<file path="config.mk">
export PLATFORM = sky130hd
export DESIGN_NAME = csrs_rmw_master
export DESIGN_NICKNAME = d
export VERILOG_FILES = /design/src/rtl/csrs_pkg.sv /design/src/rtl/csrs_rmw_master.sv
export SDC_FILE = /design/constraint.sdc
export NUM_CORES = 1
export LEC_CHECK = 0
export BUFFER_PORTS_ARGS = -buffer_cell sky130_fd_sc_hd__buf_2
export CAP_MARGIN = 20
export CORE_MARGIN = 2
export CORE_UTILIZATION = 30
export DETAILED_ROUTE_END_ITERATION = 7
export PLACE_DENSITY_LB_ADDON = 0.1
export REMOVE_ABC_BUFFERS = 1
export SLEW_MARGIN = 20
export SYNTH_ARGS = -nofsm -noshare
export SYNTH_HDL_FRONTEND = slang
export SYNTH_SLANG_ARGS = --single-unit
</file>
<file path="constraint.sdc">
create_clock -name CLK -period 6.87 [get_ports CLK]
set_input_delay 0.3435 -clock CLK [delete_from_list [all_inputs] [get_ports CLK]]
set_output_delay 0.3435 -clock CLK [all_outputs]
set_load 0.01 [all_outputs]
</file>
<file path="src/rtl/csrs_pkg.sv">
// Shared definitions for the CSR read-modify-write master: operation and
// state encodings, the read-only address prefix and the default timeout.
package csrs_pkg;

  typedef enum logic [1:0] {
    OP_RW   = 2'b00,
    OP_RS   = 2'b01,
    OP_RC   = 2'b10,
    OP_RSVD = 2'b11
  } op_t;

  typedef enum logic [1:0] {
    IDLE    = 2'b00,
    RD_REQ  = 2'b01,
    RD_WAIT = 2'b10,
    RESP    = 2'b11
  } state_t;

  // CSR addresses whose top two bits equal this prefix are read-only.
  localparam logic [1:0] RO_PREFIX = 2'b11;

  localparam int TIMEOUT_DEFAULT = 16;

endpackage

</file>
<file path="src/rtl/csrs_rmw_master.sv">
// CSR read-modify-write master. Takes one CSR instruction request from the
// pipeline, performs the optional read of the old value, computes the new
// value (RW/RS/RC) and issues the optional write, then returns a single
// response pulse. Illegal requests and read timeouts return an error.
module csrs_rmw_master
  import csrs_pkg::*;
#(
  parameter int TIMEOUT = TIMEOUT_DEFAULT
) (
  input  logic        CLK,
  input  logic        RST,
  input  logic        REQ_VALID,
  output logic        REQ_READY,
  input  logic [1:0]  REQ_OP,
  input  logic [11:0] REQ_ADDR,
  input  logic [31:0] REQ_SRC,
  input  logic        REQ_RD_EN,
  input  logic        REQ_WR_EN,
  output logic        RESP_VALID,
  output logic [31:0] RESP_RDATA,
  output logic        RESP_ERR,
  output logic        RDEN,
  output logic [11:0] RADDR,
  input  logic        RVALID,
  input  logic [31:0] RDATA,
  output logic        WREN,
  output logic [11:0] WADDR,
  output logic [31:0] WDATA
);

  localparam int CNT_W = $clog2(TIMEOUT + 1);
  localparam logic [CNT_W-1:0] CNT_LAST = CNT_W'(TIMEOUT - 1);

  state_t           state;
  op_t              op_q;
  logic [11:0]      addr_q;
  logic [31:0]      src_q;
  logic             wr_en_q;
  logic [CNT_W-1:0] wait_cnt;

  logic             accept;
  logic             req_illegal;
  logic             req_read;
  logic [31:0]      new_val;

  // Classify the incoming request so the IDLE branch can pick its path in one cycle.
  always_comb begin
    accept      = REQ_VALID & REQ_READY;
    req_illegal = (REQ_OP == OP_RSVD) |
                  (REQ_WR_EN & (REQ_ADDR[11:10] == RO_PREFIX));
    req_read    = REQ_RD_EN |
                  (REQ_WR_EN & ((REQ_OP == OP_RS) | (REQ_OP == OP_RC)));
  end

  // New CSR value from the old value arriving on RDATA and the latched operand.
  always_comb begin
    new_val = src_q;
    case (op_q)
      OP_RS:   new_val = RDATA | src_q;
      OP_RC:   new_val = RDATA & ~src_q;
      default: new_val = src_q;
    endcase
  end

  // Transaction FSM; every output is a register so strobes are glitch-free pulses.
  always_ff @(posedge CLK or posedge RST) begin
    if (RST) begin
      state      <= IDLE;
      op_q       <= OP_RW;
      addr_q     <= '0;
      src_q      <= '0;
      wr_en_q    <= 1'b0;
      wait_cnt   <= '0;
      REQ_READY  <= 1'b1;
      RESP_VALID <= 1'b0;
      RESP_RDATA <= '0;
      RESP_ERR   <= 1'b0;
      RDEN       <= 1'b0;
      RADDR      <= '0;
      WREN       <= 1'b0;
      WADDR      <= '0;
      WDATA      <= '0;
    end else begin
      RDEN       <= 1'b0;
      WREN       <= 1'b0;
      RESP_VALID <= 1'b0;
      RESP_ERR   <= 1'b0;
      case (state)
        IDLE: begin
          if (accept) begin
            op_q      <= op_t'(REQ_OP);
            addr_q    <= REQ_ADDR;
            src_q     <= REQ_SRC;
            wr_en_q   <= REQ_WR_EN;
            REQ_READY <= 1'b0;
            if (req_illegal) begin
              RESP_VALID <= 1'b1;
              RESP_ERR   <= 1'b1;
              RESP_RDATA <= '0;
              state      <= RESP;
            end else if (req_read) begin
              RDEN  <= 1'b1;
              RADDR <= REQ_ADDR;
              state <= RD_REQ;
            end else begin
              if (REQ_WR_EN) begin
                WREN  <= 1'b1;
                WADDR <= REQ_ADDR;
                WDATA <= REQ_SRC;
              end
              RESP_VALID <= 1'b1;
              RESP_RDATA <= '0;
              state      <= RESP;
            end
          end
        end
        RD_REQ: begin
          wait_cnt <= '0;
          state    <= RD_WAIT;
        end
        RD_WAIT: begin
          if (RVALID) begin
            RESP_VALID <= 1'b1;
            RESP_RDATA <= RDATA;
            if (wr_en_q) begin
              WREN  <= 1'b1;
              WADDR <= addr_q;
              WDATA <= new_val;
            end
            state <= RESP;
          end else if (wait_cnt == CNT_LAST) begin
            RESP_VALID <= 1'b1;
            RESP_ERR   <= 1'b1;
            RESP_RDATA <= '0;
            state      <= RESP;
          end else begin
            wait_cnt <= wait_cnt + 1'b1;
          end
        end
        RESP: begin
          REQ_READY <= 1'b1;
          state     <= IDLE;
        end
        default: begin
          REQ_READY <= 1'b1;
          state     <= IDLE;
        end
      endcase
    end
  end

endmodule

</file>
## After elaboration in Yosys (flattened, before gate mapping)

Index checks and enable logic that the tools add are counted.

| storage, ports and cells | value |
|---|---|
| input port bits | 84 |
| flip-flop bits (word level) | 147 |
| word-level logic and storage cells | 110 |

| cells by class | value |
|---|---|
| bitwise logic cells | 10 |
| equality and inequality tests | 20 |
| multiplexer cells | 53 |
| reductions and logical operators | 11 |
| add/subtract/negate cells | 1 |

Operator list:

| operator | number |
|---|---|
| $mux W32 | 11 |
| $pmux W32 S2 | 3 |
| $mux W12 | 6 |
| $and A32 B32 Y32 | 1 |
| $not A32 Y32 | 1 |
| $or A32 B32 Y32 | 1 |
| $pmux W12 S2 | 1 |
| $mux W1 | 19 |
| $ne A2 B2 Y1 const B | 8 |
| $eq A2 B2 Y1 const B | 6 |
| $mux W2 | 5 |
| $mux W5 | 2 |
| $pmux W5 S2 | 1 |
| $pmux W1 S2 | 4 |
| $pmux W2 S4 | 1 |
| $reduce_and A4 Y1 | 2 |
| $reduce_and A7 Y1 | 1 |
| $eq A2 B1 Y1 const B | 3 |
| $ne A3 B3 Y1 const B | 2 |
| $reduce_and A2 Y1 | 3 |
| $reduce_bool A2 Y1 | 3 |
| $add A5 B1 Y5 const B | 1 |
| $eq A5 B4 Y1 const B | 1 |
| $and A1 B1 Y1 | 3 |
| other kinds (4) | 6 |

## Depth between registers and ports, before layout

| logic depth | value |
|---|---|
| word-level depth | 8 |
| depth in mapped cells | 10 |

## Worst setup path before layout

No wires, ideal clock.

| timing path | value |
|---|---|
| kind | register to register |
| start point | register wait_cnt[0] |
| end point | register RESP_RDATA[0] |
| data required time | 6.745 ns |
| library setup time | 0.125 ns |
| data arrival time | 2.054 ns |
| slack | 4.690 ns |
| cell stages (with the launch flop) | 9 |
| path through | dfrtp_1 > ha_1 > and3_1 > ha_1 > nor3b_2 > a21o_1 > a211o_1 > buf_6 > mux2_4 |

| on the way | value |
|---|---|
| cells in the longest elaborated chain, start to end | 3 |

Ends and longest elaborated chain:

| item | line | source |
|---|---|---|
| start: declaration | csrs_rmw_master.sv:39 | `logic [CNT_W-1:0] wait_cnt;` |
| start signal: assignment | csrs_rmw_master.sv:137 | `wait_cnt <= wait_cnt + 1'b1;` |
| $eq A5 B4 Y1 | csrs_rmw_master.sv:131 | `end else if (wait_cnt == CNT_LAST) begin` |
| $ne A3 B3 Y1 (no source line) | n/a |  |
| $reduce_and A4 Y1 (no source line) | n/a |  |
| end signal: assignment | csrs_rmw_master.sv:112 | `RESP_RDATA <= '0;` |
| end signal: assignment | csrs_rmw_master.sv:124 | `RESP_RDATA <= RDATA;` |
| end signal: assignment | csrs_rmw_master.sv:134 | `RESP_RDATA <= '0;` |
| end: declaration | csrs_rmw_master.sv:20 | `output logic [31:0] RESP_RDATA,` |

No other way between the ends.
A chain may end at the register's enable or synchronous reset.

## Worst setup path after layout

| timing path | value |
|---|---|
| start point | register state[0] |
| end point | register WDATA[30] |

| on the way | value |
|---|---|
| cells in the longest elaborated chain, start to end | 3 |
| elaborated cells between the ends (all ways) | 11 |

Ends and longest elaborated chain:

| item | line | source |
|---|---|---|
| start: declaration | csrs_rmw_master.sv:34 | `state_t state;` |
| start signal: assignment | csrs_rmw_master.sv:68 | `state <= IDLE;` |
| start signal: assignment | csrs_rmw_master.sv:100 | `state <= RESP;` |
| start signal: assignment | csrs_rmw_master.sv:104 | `state <= RD_REQ;` |
| $eq A2 B2 Y1 / $logic_not A2 Y1 (equally long branches) | csrs_rmw_master.sv:88 | `case (state)` |
| $ne A2 B2 Y1 (no source line) / $reduce_bool A2 Y1 (equally long branches) | n/a |  |
| $reduce_and A7 Y1 (no source line) | n/a |  |
| end signal: assignment | csrs_rmw_master.sv:128 | `WDATA <= new_val;` |
| end: declaration | csrs_rmw_master.sv:28 | `output logic [31:0] WDATA` |

Several ways; a longest one is shown, not always the timed one.

==> run summary <==
outcome: finished clean
drt pass-1 iters: 4
DRC viols: 0
# IOs: 177
Worst-Margin Slew: 967 ps
final slew viol count: 0
Fill cells: 2389
critical path endpoint category: flop
Place WS: 3130 ps
Synth async-reset ratio: 100%
setup TNS: 0 ps
vias in the first global route: 5573
Die ar.: 25800 um^2
Post-layout nets: 826
H-Tree Depth: 4
layout cells sized above 1: 44.3%
yosys warns: 0
DR vias: 5266
Final WS setup: 3180 ps
Data required, critical path: 7180 ps
area share of the largest cell type after synthesis: 49.6%
total routed wirelength: 20300 um
mapped cell area: 7370 um^2
Syn Area/Cell: 12.7 um^2
Synth area leaders: dfrtp_1, mux2_4, mux2_2
Final Hold Fails: 0
Via density: 4.92
CP max FO: 67
worst hold margin: 92.5 ps
Critical Path AT: 4000 ps
highest clock rate: 271 MHz
post-cts sizing count: 0
largest net degree at the start of global routing: 92
Total GRT Usage: 15.8%
CTS Root Cell: clkbuf_16
Initial Utilization: 30.4%
die height: 161 um
Detailed Place HPWL: 12700 um
final RePlAce weighted congestion: 0.701
Synth cell types: 41
port bufs: 176
clock slew at reported path FFs: 70 ps
Max-cap violations: 0
period utilization: 53.8%
cells after synthesis: 580
P&R area growth vs syn: 22.6%
Hold-fix buffers, CTS: 0
kind of critical path: reg2reg
Post-synth EDFFs: 0
clock sink count: 147
global-route wire length before repair: 31800 um
Synth Register Bits: 147
type of origin of the critical path: flop
initial antenna violation count: 3
PwrDens: 505 nW/um^2
Max VDD drop: 206 uV
Post-Route Skew: 14.5 ps
LEAKAGE: 4.44 nW
Worst-Skew Late Latency: 440 ps
# setup viols final: 0
Main synth FF type: dfrtp_1
fin crit period: 3690 ps
sequential area share after synthesis: 49.9%
DR iter-0 viols: 237
FP Rows: 57
CTS tree: built
Worst Hold Class: in2async
Congestion Overflow GR: 0
total setup buffers inserted after CTS: 0
Die Wd: 161 um
cell accounting for the most synthesized area: dfrtp_1
clock tree buffer depth: 2
synth cell count leaders: dfrtp_1, mux2_4, a21oi_1
CTS buffer count: 17
Post-DRT Antenna Nets: 0
Core ar.: 24200 um^2
Max transition margin: 35.4%
count leader, synth: dfrtp_1
RSZ-0062 raised after global routing: false
Tot Pwr: 4.56 mW
worst r2r path cells: 8
WL/cell: 18.9 um
placed cells by master, fill, tap and decap left out, types with 2 or more instances in the layout:
master        n
a211oi_1      2
a21oi_1      51
a21oi_2      10
a221oi_1     31
a31oi_1       2
and3_1       34
buf_2       176
buf_4         3
clkbuf_16    17
clkinv_4      3
clkinvlp_4    3
dfrtp_1     146
diode_2       2
ha_1          8
inv_1         8
inv_6         4
inv_8         3
mux2_1       26
mux2_2       41
mux2_4       57
mux2i_1      43
nand2_1       7
nand4_1       2
nor2_1       36
o21ai_0       4
o21ai_1       3
o22ai_1       2
state kept, by name, indices dropped and copies added, names as in the netlist:
name / count
REQ_READY: 1
WDATA: 32
state: 2
RESP_ERR: 1
src_q: 32
RESP_RDATA: 32
wr_en_q: 1
RADDR: 12
WADDR: 12
WREN: 1
op_q: 2
RDEN: 1
RESP_VALID: 1
addr_q: 12
wait_cnt: 5
per-stage QoR:
stage	util (%)	cells	instance area (um^2)
4_1_cts	37.2	1069	9010
6_report	37.2	1071	9030
3_5_place_dp	34.8	1037	8440
3_3_place_gp	34.8	1037	8440
2_1_floorplan	-	534	7090
5_1_grt	37.2	1069	9030
worst max-delay path, stage by stage, from the launching register on:
cell and delay [ps]:
dfrtp_1 400, inv_1 180, ha_4 620, buf_4 660
nand3_1 180, o21ai_1 120, buf_4 200, and2_4 740
mux2_1 380
layout make-up:
cell class                 count  area [um^2]  area share (%)
timing repair buffer         179          903            10.0
clock inverter                14          144            1.59
multi-input combinational    377         3420            37.9
clock buffer                  18          429            4.75
sequential                   147         3680            40.7
tap                          324          405            4.49
inverter                      10         42.5           0.471
antenna                        2         5.00          0.0554
cells by family after synthesis:
group	Yosys count	synth area share, %
AO/OA/AOI/OAI	113	10.3
AND/OR/NAND/NOR	87	6.10
flip-flops	147	49.9
multiplexers	167	27.7
buffers and inverters	56	4.30
adder cells (fa/ha/maj)	10	1.70
path summary, 6_finish.rpt:
path | start | end | slack (ps)
setup reg to reg | state[0] | WDATA[30] | 3180
hold reg to reg | RADDR[7] | RADDR[7] | 480
setup / recovery | state[0] | WDATA[30] | 3180
min in group CLK | REQ_SRC[0] | src_q[0] | 140
max in group asynchronous | RST | op_q[0] | 5460
hold / removal | RST | RESP_RDATA[14] | 90
layer usage:
layer,wire length [um],vias to the layer above,global-route usage (%)
met5,11,-,0
met1,9450,2668,21.2
met3,1170,17,4.88
met4,237,2,4.06
met2,9400,140,24.9
li1,-,2439,-
where the power goes:
group	leakage, nW	total, mW	internal (mW)	switching [mW]
Sequential	1.82	1.52	1.25	0.266
Combinational	2.35	2.11	1.00	1.11
Clock	0.273	0.928	0.510	0.418
Total	4.44	4.56	2.76	1.80
(Power assumes the default switching activity.)
